==> src/rtl/digital_clock_counter_pkg.sv <==
// -----------------------------------------------------------------------------
// digital_clock_counter_pkg
//   Shared definitions for the 24-hour BCD digital clock:
//     - sel_e      : mode-select encodings driven on the top-level sel port
//     - *_MAX      : last legal value of each time field
//     - digit_out  : zero-extends a BCD digit for the 7-segment decoder ports
// -----------------------------------------------------------------------------
package digital_clock_counter_pkg;

  // Mode select: run, or which field an inc edge modifies.
  typedef enum logic [1:0] {
    SEL_RUN = 2'b00,
    SEL_HR  = 2'b01,
    SEL_MIN = 2'b10,
    SEL_SEC = 2'b11
  } sel_e;

  // Field limits; each field counts 0..*_MAX.
  localparam int SEC_MAX = 59;
  localparam int MIN_MAX = 59;
  localparam int HR_MAX  = 23;

  // Downstream decoders take 8-bit digits; upper nibble is always zero.
  function automatic logic [7:0] digit_out(input logic [3:0] digit);
    return {4'd0, digit};
  endfunction

endpackage : digital_clock_counter_pkg

==> src/rtl/digital_clock_counter_bcd_mod_counter.sv <==
// -----------------------------------------------------------------------------
// bcd_mod_counter
//   Two-digit BCD counter that counts 00..MOD-1 and wraps to 00.
//   Use a modulus of 60 for seconds/minutes or 24 for hours.
//
// Ports
//   clk    in   system clock, rising edge
//   rst_n  in   asynchronous active-low reset, clears the count to 00
//   en     in   advance the count by one on this clock edge
//   clr    in   force the count to 00 (wins over en)
//   lo     out  units BCD digit
//   hi     out  tens BCD digit
//   carry  out  combinational: en is high and the count is MOD-1, so the
//               next field up must advance on this same edge
// -----------------------------------------------------------------------------
module bcd_mod_counter #(
  parameter int MOD = 60
) (
  input  logic       clk,
  input  logic       rst_n,
  input  logic       en,
  input  logic       clr,
  output logic [3:0] lo,
  output logic [3:0] hi,
  output logic       carry
);

  localparam logic [3:0] LO_LAST = 4'((MOD - 1) % 10);
  localparam logic [3:0] HI_LAST = 4'((MOD - 1) / 10);

  logic [3:0] lo_q, lo_d;
  logic [3:0] hi_q, hi_d;
  logic       at_last;

  assign at_last = (lo_q == LO_LAST) && (hi_q == HI_LAST);
  assign carry   = en && at_last;

  always_comb begin
    // NOTE: every always_comb output gets a default first; a path that leaves
    // a variable unassigned would infer a latch.
    lo_d = lo_q;
    hi_d = hi_q;
    if (clr) begin
      lo_d = 4'd0;
      hi_d = 4'd0;
    end else if (en) begin
      if (at_last) begin
        lo_d = 4'd0;
        hi_d = 4'd0;
      end else if (lo_q == 4'd9) begin
        lo_d = 4'd0;
        hi_d = hi_q + 4'd1;
      end else begin
        lo_d = lo_q + 4'd1;
      end
    end
  end

  // NOTE: state registers use non-blocking assignments so every flop samples
  // the pre-edge value of every other flop, independent of block order.
  always_ff @(posedge clk or negedge rst_n) begin
    if (!rst_n) begin
      lo_q <= 4'd0;
      hi_q <= 4'd0;
    end else begin
      lo_q <= lo_d;
      hi_q <= hi_d;
    end
  end

  assign lo = lo_q;
  assign hi = hi_q;

endmodule : bcd_mod_counter

==> src/rtl/digital_clock_counter.sv <==
// -----------------------------------------------------------------------------
// digital_clock_counter
//   24-hour HH:MM:SS clock with BCD digit outputs, a one-second prescaler,
//   a set mode that edits one field per inc rising edge, and a 2 Hz blink.
//
// Parameters
//   CLK_HZ    input clock frequency in Hz (blink period is CLK_HZ/2 cycles)
//   TICK_DIV  clock cycles per second tick (>= 4, even)
//
// Ports
//   clk            in   system clock, rising edge
//   rst_n          in   asynchronous active-low reset
//   run_en         in   timekeeping enable while sel selects run
//   sel[1:0]       in   00 run, 01 set hours, 10 set minutes, 11 clear seconds
//   inc            in   debounced increment level; its rising edge acts once
//   sec_lo..hr_hi  out  BCD digits, zero-extended to 8 bits
//   tick           out  registered one-cycle pulse on each second advance
//   blink          out  2 Hz square wave, free-running
// -----------------------------------------------------------------------------
module digital_clock_counter
  import digital_clock_counter_pkg::*;
#(
  parameter int CLK_HZ   = 50_000_000,
  parameter int TICK_DIV = CLK_HZ
) (
  input  logic       clk,
  input  logic       rst_n,
  input  logic       run_en,
  input  logic [1:0] sel,
  input  logic       inc,
  output logic [7:0] sec_lo,
  output logic [7:0] sec_hi,
  output logic [7:0] min_lo,
  output logic [7:0] min_hi,
  output logic [7:0] hr_lo,
  output logic [7:0] hr_hi,
  output logic       tick,
  output logic       blink
);

  // ---------------------------------------------------------------------------
  // Widths and terminal counts
  // ---------------------------------------------------------------------------
  localparam int PW           = $clog2(TICK_DIV);
  localparam int BLINK_PERIOD = CLK_HZ / 2;
  localparam int BW           = (BLINK_PERIOD > 2) ? $clog2(BLINK_PERIOD) : 1;

  localparam logic [PW-1:0] PRESC_LAST = PW'(TICK_DIV - 1);
  localparam logic [BW-1:0] BLINK_LAST = BW'(BLINK_PERIOD - 1);
  localparam logic [BW-1:0] BLINK_HIGH = BW'(BLINK_PERIOD / 2);

  // ---------------------------------------------------------------------------
  // Mode decode and inc edge detect
  // ---------------------------------------------------------------------------
  sel_e mode;
  logic run_mode;
  logic inc_q;
  logic inc_edge;

  assign mode     = sel_e'(sel);
  assign run_mode = (mode == SEL_RUN);
  // inc_q holds last cycle's inc, so a held-high level yields one edge only.
  assign inc_edge = inc && !inc_q;

  // ---------------------------------------------------------------------------
  // One-second prescaler
  // ---------------------------------------------------------------------------
  logic [PW-1:0] presc_q, presc_d;
  logic          wrap;
  logic          tick_q;

  // The wrap edge is the edge on which the seconds field advances and tick
  // is loaded, so both become visible in the same cycle.
  assign wrap = run_mode && run_en && (presc_q == PRESC_LAST);

  always_comb begin
    presc_d = presc_q;
    if (!run_mode) begin
      // Held at zero in set modes so returning to run restarts a full second.
      presc_d = '0;
    end else if (run_en) begin
      presc_d = wrap ? '0 : presc_q + 1'b1;
    end
  end

  // ---------------------------------------------------------------------------
  // Time fields
  // ---------------------------------------------------------------------------
  logic       sec_en, sec_clr, sec_carry;
  logic       min_en, min_carry;
  logic       hr_en, hr_carry;
  logic [3:0] sec_lo_w, sec_hi_w;
  logic [3:0] min_lo_w, min_hi_w;
  logic [3:0] hr_lo_w,  hr_hi_w;

  assign sec_en  = wrap;
  assign sec_clr = inc_edge && (mode == SEL_SEC);

  // Carries only ripple in run mode; in set-minutes mode a 59->00 edit must
  // not touch the hours field.
  assign min_en = (run_mode && sec_carry) || (inc_edge && (mode == SEL_MIN));
  assign hr_en  = (run_mode && min_carry) || (inc_edge && (mode == SEL_HR));

  bcd_mod_counter #(.MOD(SEC_MAX + 1)) u_sec (
    .clk   (clk),
    .rst_n (rst_n),
    .en    (sec_en),
    .clr   (sec_clr),
    .lo    (sec_lo_w),
    .hi    (sec_hi_w),
    .carry (sec_carry)
  );

  bcd_mod_counter #(.MOD(MIN_MAX + 1)) u_min (
    .clk   (clk),
    .rst_n (rst_n),
    .en    (min_en),
    .clr   (1'b0),
    .lo    (min_lo_w),
    .hi    (min_hi_w),
    .carry (min_carry)
  );

  // Hours carry is the day rollover; nothing above it consumes it.
  bcd_mod_counter #(.MOD(HR_MAX + 1)) u_hr (
    .clk   (clk),
    .rst_n (rst_n),
    .en    (hr_en),
    .clr   (1'b0),
    .lo    (hr_lo_w),
    .hi    (hr_hi_w),
    .carry (hr_carry)
  );

  // ---------------------------------------------------------------------------
  // Blink: free-running, independent of sel and run_en
  // ---------------------------------------------------------------------------
  logic [BW-1:0] blink_cnt_q, blink_cnt_d;
  logic          blink_q, blink_d;

  always_comb begin
    blink_cnt_d = (blink_cnt_q == BLINK_LAST) ? '0 : blink_cnt_q + 1'b1;
    // Registered from the current count: high while the counter is in the
    // first half of its period, and low out of reset.
    blink_d     = (blink_cnt_q < BLINK_HIGH);
  end

  // ---------------------------------------------------------------------------
  // Registers
  // ---------------------------------------------------------------------------
  always_ff @(posedge clk or negedge rst_n) begin
    if (!rst_n) begin
      presc_q     <= '0;
      tick_q      <= 1'b0;
      inc_q       <= 1'b0;
      blink_cnt_q <= '0;
      blink_q     <= 1'b0;
    end else begin
      presc_q     <= presc_d;
      tick_q      <= wrap;
      inc_q       <= inc;
      blink_cnt_q <= blink_cnt_d;
      blink_q     <= blink_d;
    end
  end

  // ---------------------------------------------------------------------------
  // Outputs
  // ---------------------------------------------------------------------------
  assign sec_lo = digit_out(sec_lo_w);
  assign sec_hi = digit_out(sec_hi_w);
  assign min_lo = digit_out(min_lo_w);
  assign min_hi = digit_out(min_hi_w);
  assign hr_lo  = digit_out(hr_lo_w);
  assign hr_hi  = digit_out(hr_hi_w);
  assign tick   = tick_q;
  assign blink  = blink_q;

endmodule : digital_clock_counter

==> config.mk <==
export PLATFORM = sky130hd
export DESIGN_NAME = digital_clock_counter
export DESIGN_NICKNAME = d
export VERILOG_FILES = /design/src/rtl/digital_clock_counter_pkg.sv /design/src/rtl/digital_clock_counter_bcd_mod_counter.sv /design/src/rtl/digital_clock_counter.sv
export SDC_FILE = /design/constraint.sdc
export NUM_CORES = 1
export LEC_CHECK = 0
export CAP_MARGIN = 20
export CORE_MARGIN = 10
export CORE_UTILIZATION = 60
export DETAILED_ROUTE_END_ITERATION = 8
export GPL_TIMING_DRIVEN = 0
export PLACE_DENSITY_LB_ADDON = 0.12
export REMOVE_ABC_BUFFERS = 1
export SLEW_MARGIN = 20
export SYNTH_ARGS = -nofsm -noshare
export SYNTH_HDL_FRONTEND = slang
export SYNTH_SLANG_ARGS = --single-unit
==> constraint.sdc <==
create_clock -name clk -period 4.3 [get_ports clk]
set_input_delay 0.43 -clock clk [delete_from_list [all_inputs] [get_ports clk]]
set_output_delay 0.43 -clock clk [all_outputs]
set_load 0.1 [all_outputs]
## After elaboration in Yosys (flattened, before gate mapping)

Cells that the tools add are included.

| word-level totals | value |
|---|---|
| register bits after elaboration | 78 |
| output and inout port bits | 50 |

| cells by class | value |
|---|---|
| reduce and logical (&&, ||, !) cells | 24 |
| order comparisons | 1 |
| add/subtract/negate cells | 8 |
| muxes and demuxes | 20 |
| equal/unequal tests | 13 |

Operators by type and width:

| cell | count |
|---|---|
| two-way mux 26 bit | 3 |
| two-way mux 4 bit | 16 |
| adder 26 x 1 -> 26 bit, second input constant | 1 |
| == test 26 bit, second input constant | 1 |
| adder 25 x 1 -> 25 bit, second input constant | 1 |
| == test 25 bit, second input constant | 1 |
| less-than comparator 25 x 24 -> 1 bit, second input constant | 1 |
| two-way mux 25 bit | 1 |
| adder 4 x 1 -> 4 bit, second input constant | 6 |
| logical AND 1 bit | 13 |
| == test 4 bit, second input constant | 3 |
| == test 4 x 2 -> 1 bit, second input constant | 2 |
| == test 4 x 3 -> 1 bit, second input constant | 2 |
| AND reduction 2 bit | 3 |
| nonzero test 2 bit | 3 |
| == test 2 bit, second input constant | 2 |
| nonzero test 3 bit | 1 |
| == test 2 x 1 -> 1 bit, second input constant | 1 |
| zero test 2 bit | 1 |
| logical OR 1 bit | 2 |
| inequality test 2 bit, second input constant | 1 |
| zero test 1 bit | 1 |

## Depth between registers and ports, before layout

| depth | value |
|---|---|
| depth after elaboration | 10 |
| gate-level depth with buffers | 8 |

## Modules after synthesis

Synthesis repeated with hierarchy kept, for this count alone.

| unflattened totals | value |
|---|---|
| cells, all modules | 474 |
| area, all modules | 4448.0 µm² |

By module, submodules not included:

| module | area an instance (µm²) | cells an instance | instances |
|---|---|---|---|
| digital_clock_counter | 2999.1 | 333 | 1 |
| bcd_mod_counter at u_min ... | 473.0 | 45 | 2 |
| bcd_mod_counter at u_hr | 503.0 | 51 | 1 |

## Least setup slack after synthesis

Ideal clock, no wire load.

| path | value |
|---|---|
| kind | reg2reg |
| start point | reg u_sec.lo_q[0] (netlist: u_sec.lo[0]) |
| end point | reg u_min.hi_q[0] (netlist: u_min.hi[0]) |
| cell stages (with the launch flop) | 8 |
| slack | 1595 ps |
| path buffers | 1 |
| arrival | 2577 ps |
| cells stage by stage | dfrtp_1 ha_1 and3b_1 clkbuf_1 and2_1 nor4b_4 o21ai_2 mux2_1 |

| between the ends | value |
|---|---|
| cells in the longest elaborated chain, start to end | 6 |

Ends and longest elaborated chain:

| item | line | RTL |
|---|---|---|
| from (decl) | digital_clock_counter_bcd_mod_counter.sv:31 | `logic [3:0] lo_q, lo_d;` |
| from (signal assigned) | digital_clock_counter_bcd_mod_counter.sv:66 | `lo_q <= lo_d;` |
| == test 4 bit | digital_clock_counter_bcd_mod_counter.sv:35 | `assign at_last = (lo_q == LO_LAST) && (hi_q == HI_LAST);` |
| logical AND 1 bit | digital_clock_counter_bcd_mod_counter.sv:35 |  |
| logical AND 1 bit | digital_clock_counter_bcd_mod_counter.sv:36 | `assign carry = en && at_last;` |
| logical AND 1 bit | digital_clock_counter.sv:101 | `assign min_en = (run_mode && sec_carry) \|\| (inc_edge && (mode == SEL_MIN));` |
| logical OR 1 bit | digital_clock_counter.sv:101 |  |
| AND reduction 2 bit (no source line) | - |  |
| to (signal assigned) | digital_clock_counter_bcd_mod_counter.sv:67 | `hi_q <= hi_d;` |
| to (decl) | digital_clock_counter_bcd_mod_counter.sv:32 | `logic [3:0] hi_q, hi_d;` |

Every way passes these cells.
A chain may end at the register's enable or synchronous reset.

## Worst setup path in the final report

| path | value |
|---|---|
| start point | reg presc_q[0] |
| end point | reg u_sec.hi_q[2] (netlist: u_sec.hi[2]) |

| between the ends | value |
|---|---|
| cells in the longest elaborated chain, start to end | 4 |

Ends and longest elaborated chain:

| item | line | RTL |
|---|---|---|
| from (decl) | digital_clock_counter.sv:68 | `logic [PW-1:0] presc_q, presc_d;` |
| from (signal assigned) | digital_clock_counter.sv:159 | `presc_q <= presc_d;` |
| == test 26 bit | digital_clock_counter.sv:74 | `assign wrap = run_mode && run_en && (presc_q == PRESC_LAST);` |
| logical AND 1 bit | digital_clock_counter.sv:74 |  |
| nonzero test 2 bit (no source line) | - |  |
| AND reduction 2 bit (no source line) | - |  |
| to (signal assigned) | digital_clock_counter_bcd_mod_counter.sv:67 |  |
| to (decl) | digital_clock_counter_bcd_mod_counter.sv:32 |  |

Every way passes these cells.

==> results.json <==
{
  "status": "finished clean",
  "cts.htree.levels": 3,
  "drive_gt1_share_pct": 6.85,
  "critPathCaptureType": "register",
  "vias_per_cell": 5.85,
  "drc": 0,
  "ant_nets": 0,
  "cts-root-buf": "clkbuf_8",
  "hold_viol_final": 0,
  "drt_iter0_drc": 232,
  "crit_chain": "ha_1 > nand4_1 > nor4_1 > nand4_1 > or3b_2 > a21oi_1",
  "leakagePower_nw": 2.19,
  "cts.reportedPaths.clkPinSlew_ns": 0.08,
  "numClockSinks": 78,
  "holdPathEnd": "blink_cnt_q[4]$_DFF_PN0_",
  "place.gp.congestion": 0.821,
  "final_cell_mix": "78 x dfrtp_1, 46 x nor2_1, 42 x nand2_1, 30 x clkdlybuf4s50_1, 24 x conb_1",
  "area_delta_synth_final_pct": 12.4,
  "grt_max_degree": 50,
  "initial_utilization_pct": 61.5,
  "cts_tree": "yes",
  "reg2reg_from": "presc_q[0]$_DFFE_PN0P_",
  "pwr_density_cell_nw_per_um2": 415,
  "routedWlPerCell_um": 15.9,
  "synth-main-ff-cell": "dfrtp_1",
  "max_freq_mhz": 367,
  "synth-edff-count": 0,
  "cts_buffer_depth": 2,
  "critical_path_class": "reg2reg",
  "fp.dieW_um": 106,
  "cpMaxStageDelayCell": "nor4_1",
  "die_y_um": 106,
  "syn_area_per_cell_um2": 9.36,
  "gr-total-overflow": 0,
  "cap_violations": 0,
  "fin_nets": 526,
  "drt-pass1-iter-count": 7,
  "gr-usage-met1_pct": 22.5,
  "cts-buffers-inserted": 9,
  "hold_start": "blink_cnt_q[4]$_DFF_PN0_",
  "fin_setup_tns_ns": 0,
  "layout.cells.non_filler": 610,
  "slew_headroom_pct": 28.1,
  "ioPinCount": 56,
  "grt_pass1_wl_um": 16600,
  "grt.met2_usage_pct": 28.4,
  "critical_path.max_stage_delay_ns": 0.69,
  "ys_ff_latch": 78,
  "num_rows": 31,
  "path_max_fanout": 8,
  "p_total_mw": 2.08,
  "antennaDiodeCount": 0,
  "dpl.cell_count": 593,
  "cp.required_ns": 4.57,
  "grt_pass1_vias": 3445,
  "start_kind": "register",
  "min_period_ns": 2.73,
  "setup_viol": 0,
  "crit_top_cell": "nand4_1",
  "netlist_instances": 477,
  "wirelength_um": 9680,
  "max-vdd-ir-drop_uv": 197,
  "grt_most_used_layer": "met2",
  "synth-seq-area-share_pct": 43.7,
  "r2r_cells": 6,
  "floorplan.core_area_um2": 7250,
  "hpwl_um": 6970,
  "cp_num_cells": 6,
  "grt_setup_unrepaired": "no",
  "hp-class": "reg2reg",
  "cpLargestDelayFamily": "simple AND/OR/NAND/NOR gates",
  "worstMarginPinSlew_ns": 1.07,
  "final_common_cell": "dfrtp_1",
  "gr-usage-met3_pct": 5.25,
  "fin_util_pct": 69.2,
  "grt_antenna_before_repair": 0,
  "yosysWarnings": 0,
  "hold-worst-slack_ns": 0.478,
  "die_area_um2": 11300,
  "synthArstFlopShare_pct": 100,
  "post-route-period-util_pct": 63.4,
  "clk_latency_ns": 0.36,
  "slew_viol_final": 0,
  "path_buf_inv": 0,
  "fill_cells": 558,
  "cp.arrival_ns": 3.00,
  "r2r_end": "u_sec.hi[2]$_DFFE_PN0P_",
  "synthDistinctLibCells": 60,
  "track_usage_pct": 17.6,
  "dr_total_vias": 3567,
  "finClkSkew_ns": 0.00583,
  "rrSetupSlack_ns": 1.57,
  "min_path_cells": 1,
  "syn-cell-area_um2": 4460,
  "place.port_buffers": 31
}
==> worst max-delay path by stage <==
| stage | start | to |
|---|---|---|
| floorplan | presc_q[0]$_DFFE_PN0P_ | presc_q[24]$_DFFE_PN0P_ |
| global placement | rst_n | blink_cnt_q[3]$_DFF_PN0_ |
| detailed placement | presc_q[0]$_DFFE_PN0P_ | u_sec.hi[2]$_DFFE_PN0P_ |
| CTS | presc_q[0]$_DFFE_PN0P_ | u_sec.hi[2]$_DFFE_PN0P_ |
| global route | presc_q[0]$_DFFE_PN0P_ | u_sec.hi[2]$_DFFE_PN0P_ |
| finish | presc_q[0]$_DFFE_PN0P_ | u_sec.hi[2]$_DFFE_PN0P_ |
==> flip-flops by register name, indices dropped and copies added, names as in the netlist <==
name         cells
tick             1
u_hr.lo          4
blink            1
u_sec.lo         4
inc_q            1
u_min.lo         4
u_sec.hi         4
blink_cnt_q     25
u_hr.hi          4
presc_q         26
u_min.hi         4
==> final cells by class <==
type / count / area [um2] / area share [%]
clock buffer: 9 / 124 / 2.47
clock inverter: 7 / 80.1 / 1.60
inverter: 14 / 52.6 / 1.05
multi-input combinational: 368 / 2320 / 46.2
sequential: 78 / 1950 / 38.9
tap: 99 / 124 / 2.47
timing repair buffer: 35 / 365 / 7.28
==> synthesized netlist by cell type, drive strengths merged, types with 2 or more instances <==
| cell type | instances | area share [%] |
|---|---|---|
| or3 | 7 | 0.98 |
| mux2 | 10 | 2.5 |
| o221ai | 2 | 0.39 |
| and4b | 2 | 0.45 |
| and3b | 4 | 0.78 |
| o21ai | 19 | 2.2 |
| o21bai | 4 | 0.67 |
| ha | 14 | 3.9 |
| and4 | 7 | 1.4 |
| nor4 | 8 | 1.5 |
| buf | 27 | 4.5 |
| nand4 | 14 | 2.0 |
| dfrtp | 78 | 44 |
| inv | 14 | 1.2 |
| o31a | 2 | 0.39 |
| clkbuf | 13 | 1.1 |
| o22ai | 3 | 0.42 |
| nor3 | 10 | 1.1 |
| nor3b | 2 | 0.34 |
| o31ai | 2 | 0.34 |
| or4 | 3 | 0.59 |
| xnor2 | 7 | 1.4 |
| a41oi | 4 | 0.78 |
| nand3 | 23 | 2.6 |
| a31oi | 14 | 2.0 |
| nor4b | 4 | 1.1 |
| o2bb2ai | 2 | 0.39 |
| and3 | 15 | 2.1 |
| xor2 | 18 | 3.5 |
| o211ai | 6 | 1.0 |
| nor2b | 3 | 0.42 |
| mux2i | 2 | 0.45 |
| a21oi | 23 | 2.6 |
| nand2b | 3 | 0.42 |
| nand2 | 42 | 3.5 |
| and2 | 5 | 0.70 |
| nor2 | 46 | 3.9 |
==> cell families (layout without fill, tap and decap cells) <==
kind of cell,Yosys count,in the layout,share of synthesized area (%)
AO/OA/AOI/OAI,90,90,12.9
AND/OR/NAND/NOR,203,203,24.8
adder cells (fa/ha/maj),14,14,3.92
other,1,24,0.0840
multiplexers,12,12,2.97
flip-flops,78,78,43.7
buffers and inverters,54,65,6.73
XOR/XNOR,25,25,4.90
==> worst reg2reg max path, cell delays in order (launching register included) <==
cell     delay (ns)
dfrtp_1        0.41
ha_1           0.21
nand4_1        0.21
nor4_1         0.69
nand4_1        0.39
or3b_2         0.54
a21oi_1        0.18
==> routing by layer <==
layer / routed length (um) / share of wire, %
met1: 4380 / 45
met3: 483 / 5.0
met4: 110 / 1.1
met5: 0 / 0
met2: 4700 / 49
==> report_power, final <==
part	internal [mW]	switching, mW	total (mW)
combinational	0.147	0.520	0.668
clock	0.275	0.296	0.571
sequential	0.777	0.0653	0.842
==> per-stage QoR <==
stage	instance area, um2	setup slack, ns
global placement	4740	0.00888
CTS	5020	1.59
floorplan	4300	1.65
detailed placement	4800	1.60
finish	5020	1.57
global route	5020	1.32
==> repair_timing <==
item | CTS | global route
hold buffers | 1 | 0
setup buffers | 0 | 0
resized for setup | 0 | 0
endpoints found under the hold margin | 17 | 0
Power figures use the tool's default switching activity.
